`config.mk`:
```
export PLATFORM = sky130hd
export DESIGN_NAME = pipe_ctrl
export DESIGN_NICKNAME = d
export VERILOG_FILES = /design/src/rtl/cpu_pkg.sv /design/src/rtl/hazard_detect.sv /design/src/rtl/pipe_ctrl.sv
export SDC_FILE = /design/constraint.sdc
export NUM_CORES = 1
export LEC_CHECK = 0
export CORE_ASPECT_RATIO = 1.25
export CORE_MARGIN = 1
export CORE_UTILIZATION = 42
export CTS_CLUSTER_SIZE = 14
export DETAILED_ROUTE_END_ITERATION = 8
export PLACE_DENSITY = 0.87
export SKIP_CTS_REPAIR_TIMING = 1
export SLEW_MARGIN = 15
export SYNTH_ARGS = -nofsm -noshare
export SYNTH_HDL_FRONTEND = slang
export SYNTH_SLANG_ARGS = --single-unit
```
`constraint.sdc`:
```
create_clock -name clk -period 2.5 [get_ports clk]
set_clock_uncertainty 0.05 [all_clocks]
set_input_delay 0.375 -clock clk [delete_from_list [all_inputs] [get_ports clk]]
set_output_delay 0.375 -clock clk [all_outputs]
set_load 0.03 [all_outputs]
```
`src/rtl/cpu_pkg.sv`:
```
// Shared encodings for the CPU control path: PC source from Control,
// PC mux selects, pipeline-control FSM states and a hazard-match helper.
package cpu_pkg;

    // ID-stage PC source produced by Control
    localparam logic [2:0] PCSRC_SEQ = 3'd0;
    localparam logic [2:0] PCSRC_BR  = 3'd1;
    localparam logic [2:0] PCSRC_J   = 3'd2;
    localparam logic [2:0] PCSRC_JR  = 3'd3;

    // PC mux select
    localparam logic [2:0] PCSEL_PC4   = 3'd0;
    localparam logic [2:0] PCSEL_CONBA = 3'd1;
    localparam logic [2:0] PCSEL_JT    = 3'd2;
    localparam logic [2:0] PCSEL_RS    = 3'd3;
    localparam logic [2:0] PCSEL_ILLOP = 3'd4;
    localparam logic [2:0] PCSEL_XADR  = 3'd5;

    // Interrupt / trap tracking state
    typedef enum logic [1:0] {
        ST_RUN  = 2'd0,
        ST_PEND = 2'd1,
        ST_TRAP = 2'd2
    } ctrl_state_e;

    // True when register r is a real register read by the ID instruction
    function automatic logic reg_match(input logic [4:0] r,
                                       input logic [4:0] rs,
                                       input logic [4:0] rt,
                                       input logic [1:0] use_v);
        return (r != 5'd0) && ((use_v[0] && (r == rs)) || (use_v[1] && (r == rt)));
    endfunction

endpackage

```
`src/rtl/hazard_detect.sv`:
```
// Combinational stall decision: load-use, plus ID-resolved branches and
// register jumps whose source is still being produced in EX or loaded in MEM.
module hazard_detect
    import cpu_pkg::*;
(
    input  logic [2:0] id_pcsrc,
    input  logic [4:0] id_rs,
    input  logic [4:0] id_rt,
    input  logic [1:0] id_use,
    input  logic       ex_regwr,
    input  logic       ex_memrd,
    input  logic [4:0] ex_dst,
    input  logic       mem_memrd,
    input  logic [4:0] mem_dst,
    output logic       stall
);

    logic ex_hit;
    logic mem_hit;
    logic id_resolves;

    // Stall when ID needs a value not yet available to the ID-stage comparator / PC mux
    always_comb begin
        ex_hit      = reg_match(ex_dst, id_rs, id_rt, id_use);
        mem_hit     = reg_match(mem_dst, id_rs, id_rt, id_use);
        id_resolves = (id_pcsrc == PCSRC_BR) || (id_pcsrc == PCSRC_JR);
        stall       = (ex_regwr && ex_memrd && ex_hit)
                    || (id_resolves && ((ex_regwr && ex_hit) || (mem_memrd && mem_hit)));
    end

endmodule

```
`src/rtl/pipe_ctrl.sv`:
```
// Pipeline controller: stall/redirect steering, interrupt deferral and
// exception/trap tracking, plus a saturating stall-cycle counter.
module pipe_ctrl
    import cpu_pkg::*;
#(
    parameter int CNT_W = 16
) (
    input  logic             clk,
    input  logic             reset,
    input  logic [2:0]       id_pcsrc,
    input  logic             id_taken,
    input  logic             id_illegal,
    input  logic [4:0]       id_rs,
    input  logic [4:0]       id_rt,
    input  logic [1:0]       id_use,
    input  logic             ex_regwr,
    input  logic             ex_memrd,
    input  logic [4:0]       ex_dst,
    input  logic             mem_memrd,
    input  logic [4:0]       mem_dst,
    input  logic             irq,
    input  logic             kernel,
    output logic             pc_we,
    output logic             if_id_we,
    output logic             if_id_flush,
    output logic             id_ex_bubble,
    output logic [2:0]       pc_sel,
    output logic             xp_link,
    output logic [CNT_W-1:0] stall_count
);

    localparam logic [CNT_W-1:0] CNT_MAX = {CNT_W{1'b1}};
    localparam logic [CNT_W-1:0] CNT_ONE = {{(CNT_W-1){1'b0}}, 1'b1};

    ctrl_state_e      state_q, state_d;
    logic             kseen_q, kseen_d;
    logic [CNT_W-1:0] cnt_q, cnt_d;
    logic             stall;
    logic             take_irq;

    hazard_detect u_hazard (
        .id_pcsrc  (id_pcsrc),
        .id_rs     (id_rs),
        .id_rt     (id_rt),
        .id_use    (id_use),
        .ex_regwr  (ex_regwr),
        .ex_memrd  (ex_memrd),
        .ex_dst    (ex_dst),
        .mem_memrd (mem_memrd),
        .mem_dst   (mem_dst),
        .stall     (stall)
    );

    // Output steering (exception > stall > redirect/interrupt) and next-state logic
    always_comb begin
        state_d      = state_q;
        kseen_d      = kseen_q;
        cnt_d        = cnt_q;
        take_irq     = 1'b0;
        pc_we        = 1'b1;
        if_id_we     = 1'b1;
        if_id_flush  = 1'b0;
        id_ex_bubble = 1'b0;
        pc_sel       = PCSEL_PC4;
        xp_link      = 1'b0;

        if (id_illegal) begin
            pc_sel      = PCSEL_XADR;
            xp_link     = 1'b1;
            if_id_flush = 1'b1;
        end else if (stall) begin
            pc_we        = 1'b0;
            if_id_we     = 1'b0;
            id_ex_bubble = 1'b1;
            if (cnt_q != CNT_MAX) begin
                cnt_d = cnt_q + CNT_ONE;
            end
        end else begin
            case (id_pcsrc)
                PCSRC_BR: begin
                    if (id_taken) begin
                        pc_sel      = PCSEL_CONBA;
                        if_id_flush = 1'b1;
                    end
                end
                PCSRC_J: begin
                    pc_sel      = PCSEL_JT;
                    if_id_flush = 1'b1;
                end
                PCSRC_JR: begin
                    pc_sel      = PCSEL_RS;
                    if_id_flush = 1'b1;
                end
                default: ;
            endcase
            // A pending interrupt waits for a sequential, non-stalled slot
            if ((state_q == ST_PEND) && irq && (id_pcsrc == PCSRC_SEQ)) begin
                take_irq    = 1'b1;
                pc_sel      = PCSEL_ILLOP;
                xp_link     = 1'b1;
                if_id_flush = 1'b1;
            end
        end

        case (state_q)
            ST_RUN: begin
                kseen_d = 1'b0;
                if (irq && !kernel) state_d = ST_PEND;
            end
            ST_PEND: begin
                kseen_d = 1'b0;
                if (!irq)          state_d = ST_RUN;
                else if (take_irq) state_d = ST_TRAP;
            end
            ST_TRAP: begin
                // Handler return: a kernel-mode cycle followed by a user-mode cycle
                if (kseen_q && !kernel) begin
                    state_d = ST_RUN;
                    kseen_d = 1'b0;
                end else if (kernel) begin
                    kseen_d = 1'b1;
                end
            end
            default: begin
                state_d = ST_RUN;
                kseen_d = 1'b0;
            end
        endcase

        if (id_illegal) begin
            state_d = ST_TRAP;
            kseen_d = 1'b0;
        end

        // Reset cycles run the pipeline freely with no redirect
        if (reset) begin
            pc_we        = 1'b1;
            if_id_we     = 1'b1;
            if_id_flush  = 1'b0;
            id_ex_bubble = 1'b0;
            pc_sel       = PCSEL_PC4;
            xp_link      = 1'b0;
        end
    end

    // State, handler-return tracker and stall counter registers
    always_ff @(posedge clk) begin
        if (reset) begin
            state_q <= ST_RUN;
            kseen_q <= 1'b0;
            cnt_q   <= '0;
        end else begin
            state_q <= state_d;
            kseen_q <= kseen_d;
            cnt_q   <= cnt_d;
        end
    end

    assign stall_count = cnt_q;

endmodule

```
======== Word level (Yosys, flattened, before mapping) ========
Index checks and enable logic that the tools add are counted.
cells by class
  add/sub/neg operators ................... 1
  $mul .................................... 0
  div/mod/pow operators ................... 0
  order comparisons ....................... 0
  eq/ne operators ......................... 16
  shift operators ......................... 0
  mux-type cells .......................... 29
  bitwise operators ....................... 2
  reductions and logical operators ........ 31
operators by type and width
  operator                                                         number
  5-bit == test                                                    4
  1-bit two-way mux                                                17
  16-bit by 1-bit adder with 16-bit output, second input constant  1
  16-bit inequality test, second input constant                    1
  1-bit logical AND                                                15
  3-bit two-way mux                                                4
  2-bit one-hot mux with 3 select lines                            2
  2-bit two-way mux                                                5
  5-bit nonzero test                                               2
  3-bit inequality test, second input constant                     3
  3-bit AND reduction                                              3
  3-bit by 2-bit == test with 1-bit output, second input constant  2
  1-bit logical OR                                                 5
  2-bit inequality test, second input constant                     2
  4-bit inequality test, second input constant                     1
  2-bit OR reduction                                               2
  4-bit OR reduction                                               1
  3-bit by 1-bit == test with 1-bit output, second input constant  1
  3-bit logical NOT                                                1
  2-bit by 1-bit == test with 1-bit output, second input constant  1
  2-bit == test, second input constant                             1
  2-bit logical NOT                                                1
  1-bit NOT                                                        2
  1-bit one-hot mux with 2 select lines                            1
  1-bit logical NOT                                                1
word-level totals
  bits in registers ....................... 19
  bits in latches ......................... 0
  memory bits (writable) .................. 0
  bits in read-only memories .............. 0
  input port bits ......................... 34
  output and inout bits ................... 24
  word-level logic and storage cells ...... 83
  memories ................................ 0

======== Longest topological paths before layout ========
  depth after elaboration ................. 14
  depth in mapped cells ................... 9
  depth with buffers taken out ............ 7

======== By module ========
From an unflattened synthesis, not the netlist that was laid out.
unflattened totals
  cells, all modules ...................... 162
  area total of the unflattened synthesis .. 1275.0 um2
by module, submodules not included
  module         times used  cells an instance  area each (um2)  seq. area each (um2)
  pipe_ctrl      1           128                1001.0           380.4
  hazard_detect  1           34                 274.0            0.0

======== Worst setup path after synthesis ========
No wires, ideal clock.
  path type ............................... input to output
  start ................................... input mem_dst[0]
  end ..................................... output pc_sel[2]
  data arrival time ....................... 2325 ps
  required time ........................... 2075 ps
  path slack .............................. -250 ps
  stages on the path ...................... 7
  path buffers ............................ 1
  cell sequence ........................... or4_1 > o211ai_1 > inv_1 > a2bb2oi_1 > nand2_1 > a21oi_1 > buf_4
between the ends
  cells in the longest elaborated chain, start to end .. 11
RTL lines
  what                   line                 source
  start: declaration     pipe_ctrl.sv:20      input logic [4:0] mem_dst,
  5-bit == test          cpu_pkg.sv:31        return (r != 5'd0) && ((use_v[0] && (r == rs)) || (use_v[1] && (r == rt)));
  1-bit logical AND      cpu_pkg.sv:31
  1-bit logical OR       cpu_pkg.sv:31
  1-bit logical AND (*)  cpu_pkg.sv:31
  1-bit logical AND (*)  hazard_detect.sv:28  || (id_resolves && ((ex_regwr && ex_hit) || (mem_memrd && mem_hit)));
  1-bit logical OR (*)   hazard_detect.sv:28
  1-bit logical AND (*)  hazard_detect.sv:28
  1-bit logical OR (*)   hazard_detect.sv:28
  3-bit two-way mux (*)  pipe_ctrl.sv:71      end else if (stall) begin
  3-bit two-way mux (*)  pipe_ctrl.sv:67      if (id_illegal) begin
  3-bit two-way mux (*)  pipe_ctrl.sv:136     if (reset) begin
  end: declaration       pipe_ctrl.sv:27      output logic [2:0] pc_sel,
Every way passes the cells marked *; elsewhere a longest branch is shown, timed or not.

======== Worst setup path after layout ========
  start ................................... input id_rt[2]
  end ..................................... output xp_link
between the ends
  cells in the longest elaborated chain, start to end .. 11
RTL lines
  what                   line                 source
  start: declaration     pipe_ctrl.sv:14      input logic [4:0] id_rt,
  5-bit == test          cpu_pkg.sv:31
  1-bit logical AND      cpu_pkg.sv:31
  1-bit logical OR       cpu_pkg.sv:31
  1-bit logical AND      cpu_pkg.sv:31
  1-bit logical AND      hazard_detect.sv:28
  1-bit logical OR       hazard_detect.sv:28
  1-bit logical AND      hazard_detect.sv:28
  1-bit logical OR (*)   hazard_detect.sv:28
  1-bit two-way mux (*)  pipe_ctrl.sv:71
  1-bit two-way mux (*)  pipe_ctrl.sv:67
  1-bit two-way mux (*)  pipe_ctrl.sv:136
  end: declaration       pipe_ctrl.sv:28      output logic xp_link,
Marks and branches as above.

==> impl_metrics.csv <==
group,metric,value,unit
logic_synthesis,yosys_warnings,0,
timing,fmax,404,MHz
timing,fin_crit_sh,99.1,%
power,power_density,297,mW/mm²
grt,grt_overflow_total,0,
detailed_routing,firstDrtPassIters,4,
cts,cts_tree,"built",
logic_synthesis,ys_ff_latch,19,
min_path,hold_path_startpoint,"stall_count[11]",
grt,grt_pass1_vias,1483,
logic_synthesis,ys.flop_type,"dfxtp_1",
timing,finalCriticalPeriod,2480,ps
cts,cts.sinks,19,
critical_path,r2r-start,"stall_count[3]",
detailed_routing,drt-wirelength-per-cell,15.1,µm
critical_path,end_kind,"primary output",
detailed_routing,ant_nets,0,
critical_path,cp_slowest_cell,"clkdlybuf4s50_1",
detailed_routing,drtIter0Drc,36,
timing,slew_violations,0,
grt,grt_max_degree,21,
die,core,0.00297,mm²
logic_synthesis,syn_inst,166,
outcome,outcome,"finished clean",
placed_design,place.gp.congestion,0.819,
placed_design,portBuffers,57,
critical_path,cp.arrival,2050,ps
die,die_y,64.8,µm
grt,grt_pass1_wl,6.36,mm
die,die_area,0.00339,mm²
critical_path,worstSetupStartpointType,"input pin",
detailed_routing,drc,0,
detailed_routing,avgViaCountPerCell,5.60,
critical_path,crit_buf_inv,3,
run,max-cap-violations,0,
layout,stdcell_area,0.00222,mm²
logic_synthesis,yosysTopAreaCell,"dfxtp_1",
grt,track_usage,24.5,%
detailed_routing,dr_wl_met3,330,µm
power,finalPower,0.660,mW
logic_synthesis,synth_area,0.00133,mm²
power,max-vdd-ir-drop,0.402,mV
detailed_routing,wl_met1,1.65,mm
timing,setup_viol,0,
critical_path,crit_path_max_incr_delay,470,ps
placed_design,placed_cell_area,0.00206,mm²
cts,h-tree-depth,1,
detailed_routing,top_layer,"met4",
cts,insertion_delay,310,ps
logic_synthesis,synth_area_leaders,"dfxtp_1, xnor2_1, a21oi_1",
die,io_pins,58,
cts,max-clock-path-buffers,2,
timing,worst_pin_slew,437,ps
cts,cts_root_buf,"clkbuf_4",
placed_design,dp_hpwl,3.08,mm
power,power_leakage,0.945,nW
die,start_util,44.6,%
critical_path,path_class,"input pin to primary output",
min_path,hold_path_class,"flip-flop to flip-flop",
timing,hold_violations,0,
logic_synthesis,synth-edff-count,0,
grt,antenna_found_initial,0,
detailed_routing,wl_met2,2.25,mm
critical_path,crit_chain,"clkdlybuf4s50_1 -> xnor2_1 -> a32oi_2 -> a2bb2oi_2 -> buf_4 -> nand2_1 -> a21oi_4 -> buf_6",
critical_path,crit_start,"id_rt[2]",
critical_path,critical_path_required,2080,ps
critical_path,crit_family,"buffers and inverters",
logic_synthesis,async_reset_ff_share,0,%
cts,clk_pin_slew,100,ps
layout,final_nets,286,
layout,syn2layout_area_growth,67.5,%
critical_path,path_max_fanout,4,
die,rows,22,
logic_synthesis,synth_top_area_share,28.7,%
die,die_x,52.3,µm
detailed_routing,finalWirelength,4.33,mm
critical_path,r2r_slack,320,ps
detailed_routing,routed-via-count,1602,
layout,antenna_cells,0,
logic_synthesis,syn_nets,201,
logic_synthesis,ys_types,39,
logic_synthesis,syn_avg_cell_area,7.99,µm²
timing,rsz0062_at_grt,"true",
timing,relSlewSlack,70.6,%
layout,nFillCells,229,
cts,cts_made_buffers,3,
logic_synthesis,seq_area_frac_synth,28.7,%
layout,layout-drive-gt1-share,23.2,%
==> worst min-delay path: cells and delay by family (launching register included) <==
kind	cells	cell delay [ps]
AO/OA/AOI/OAI	2	140
flip-flops	1	350
==> Yosys cell counts (5+ instances only) <==
cell type	count
nand4_1	7
inv_1	5
a21oi_1	18
o21ai_1	8
nor2_1	9
or3_1	13
xor2_1	9
nand2_1	9
nand3_1	6
dfxtp_1	19
xnor2_1	12
o21ai_0	6
==> area by class of cell <==
| type | count | area [µm²] | area share [%] |
|---|---|---|---|
| multi-input cells | 135 | 936 | 42.1 |
| repair buffers | 87 | 815 | 36.7 |
| flip-flops and latches | 19 | 380 | 17.1 |
| well taps | 36 | 45.0 | 2.03 |
| clock buffers | 4 | 26.3 | 1.18 |
| inverters | 5 | 18.8 | 0.845 |
==> logic make-up (layout without fill, tap and decap cells) <==
logic type | after synthesis | after routing | synth area share (%)
AO/OA/AOI/OAI | 44 | 44 | 20.4
XOR/XNOR | 21 | 21 | 13.9
adder cells (fa/ha/maj) | 1 | 1 | 0.943
buffers and inverters | 12 | 96 | 6.32
flip-flops | 19 | 19 | 28.7
multiplexers | 1 | 1 | 0.755
AND/OR/NAND/NOR | 68 | 68 | 29.1
==> worst paths after layout <==
check / end / depth (start not counted)
max: xp_link / 8
min: stall_count[11] / 2
max reg2reg: stall_count[1] / 7
min reg2reg: stall_count[11] / 2
==> placed cells by master (no fill, tap or decap), types with 3 or more instances in the layout <==
cell type	instances
nor3_1	3
xnor2_1	12
xor2_1	7
o21ai_0	6
clkdlybuf4s50_1	30
or4_1	3
dfxtp_1	19
buf_4	35
inv_1	5
clkbuf_2	3
and2_1	3
nor2_1	9
nand3_1	6
nand2_1	9
and3_1	4
a21oi_1	17
or3_1	13
o21ai_1	8
clkbuf_4	3
dlymetal6s2s_1	15
buf_6	3
nand4_1	7
==> flip-flops by register name, summed over array words and instances, names as in the netlist <==
name	flops
stall_count	16
state_q	2
kseen_q	1
==> through the flow <==
step	setup WS (ps)	TNS (ps)	util [%]	cells	hold WS (ps)
6_report	22.1	0	74.7	286	475
5_1_grt	-91.3	-256	74.7	286	511
4_1_cts	-527	-2400	70.1	281	478
3_5_place_dp	-512	-4670	69.2	277	463
3_3_place_gp	-481	-3790	69.2	277	443
2_1_floorplan	40.9	0	-	166	479
==> routing by layer <==
metal / vias to the layer above / GRT usage, %
met4: 0 / 7.57
met2: 62 / 47.9
met3: 11 / 3.76
li1: 782 / -
met5: - / 0
met1: 747 / 25.5
==> power breakdown <==
group	total, mW	switching, mW	internal [mW]
sequential	0.308	0.00311	0.305
combinational	0.191	0.0855	0.106
clock	0.160	0.0979	0.0624
total	0.660	0.187	0.473
Note: power is estimated with default switching activity, not from simulation.
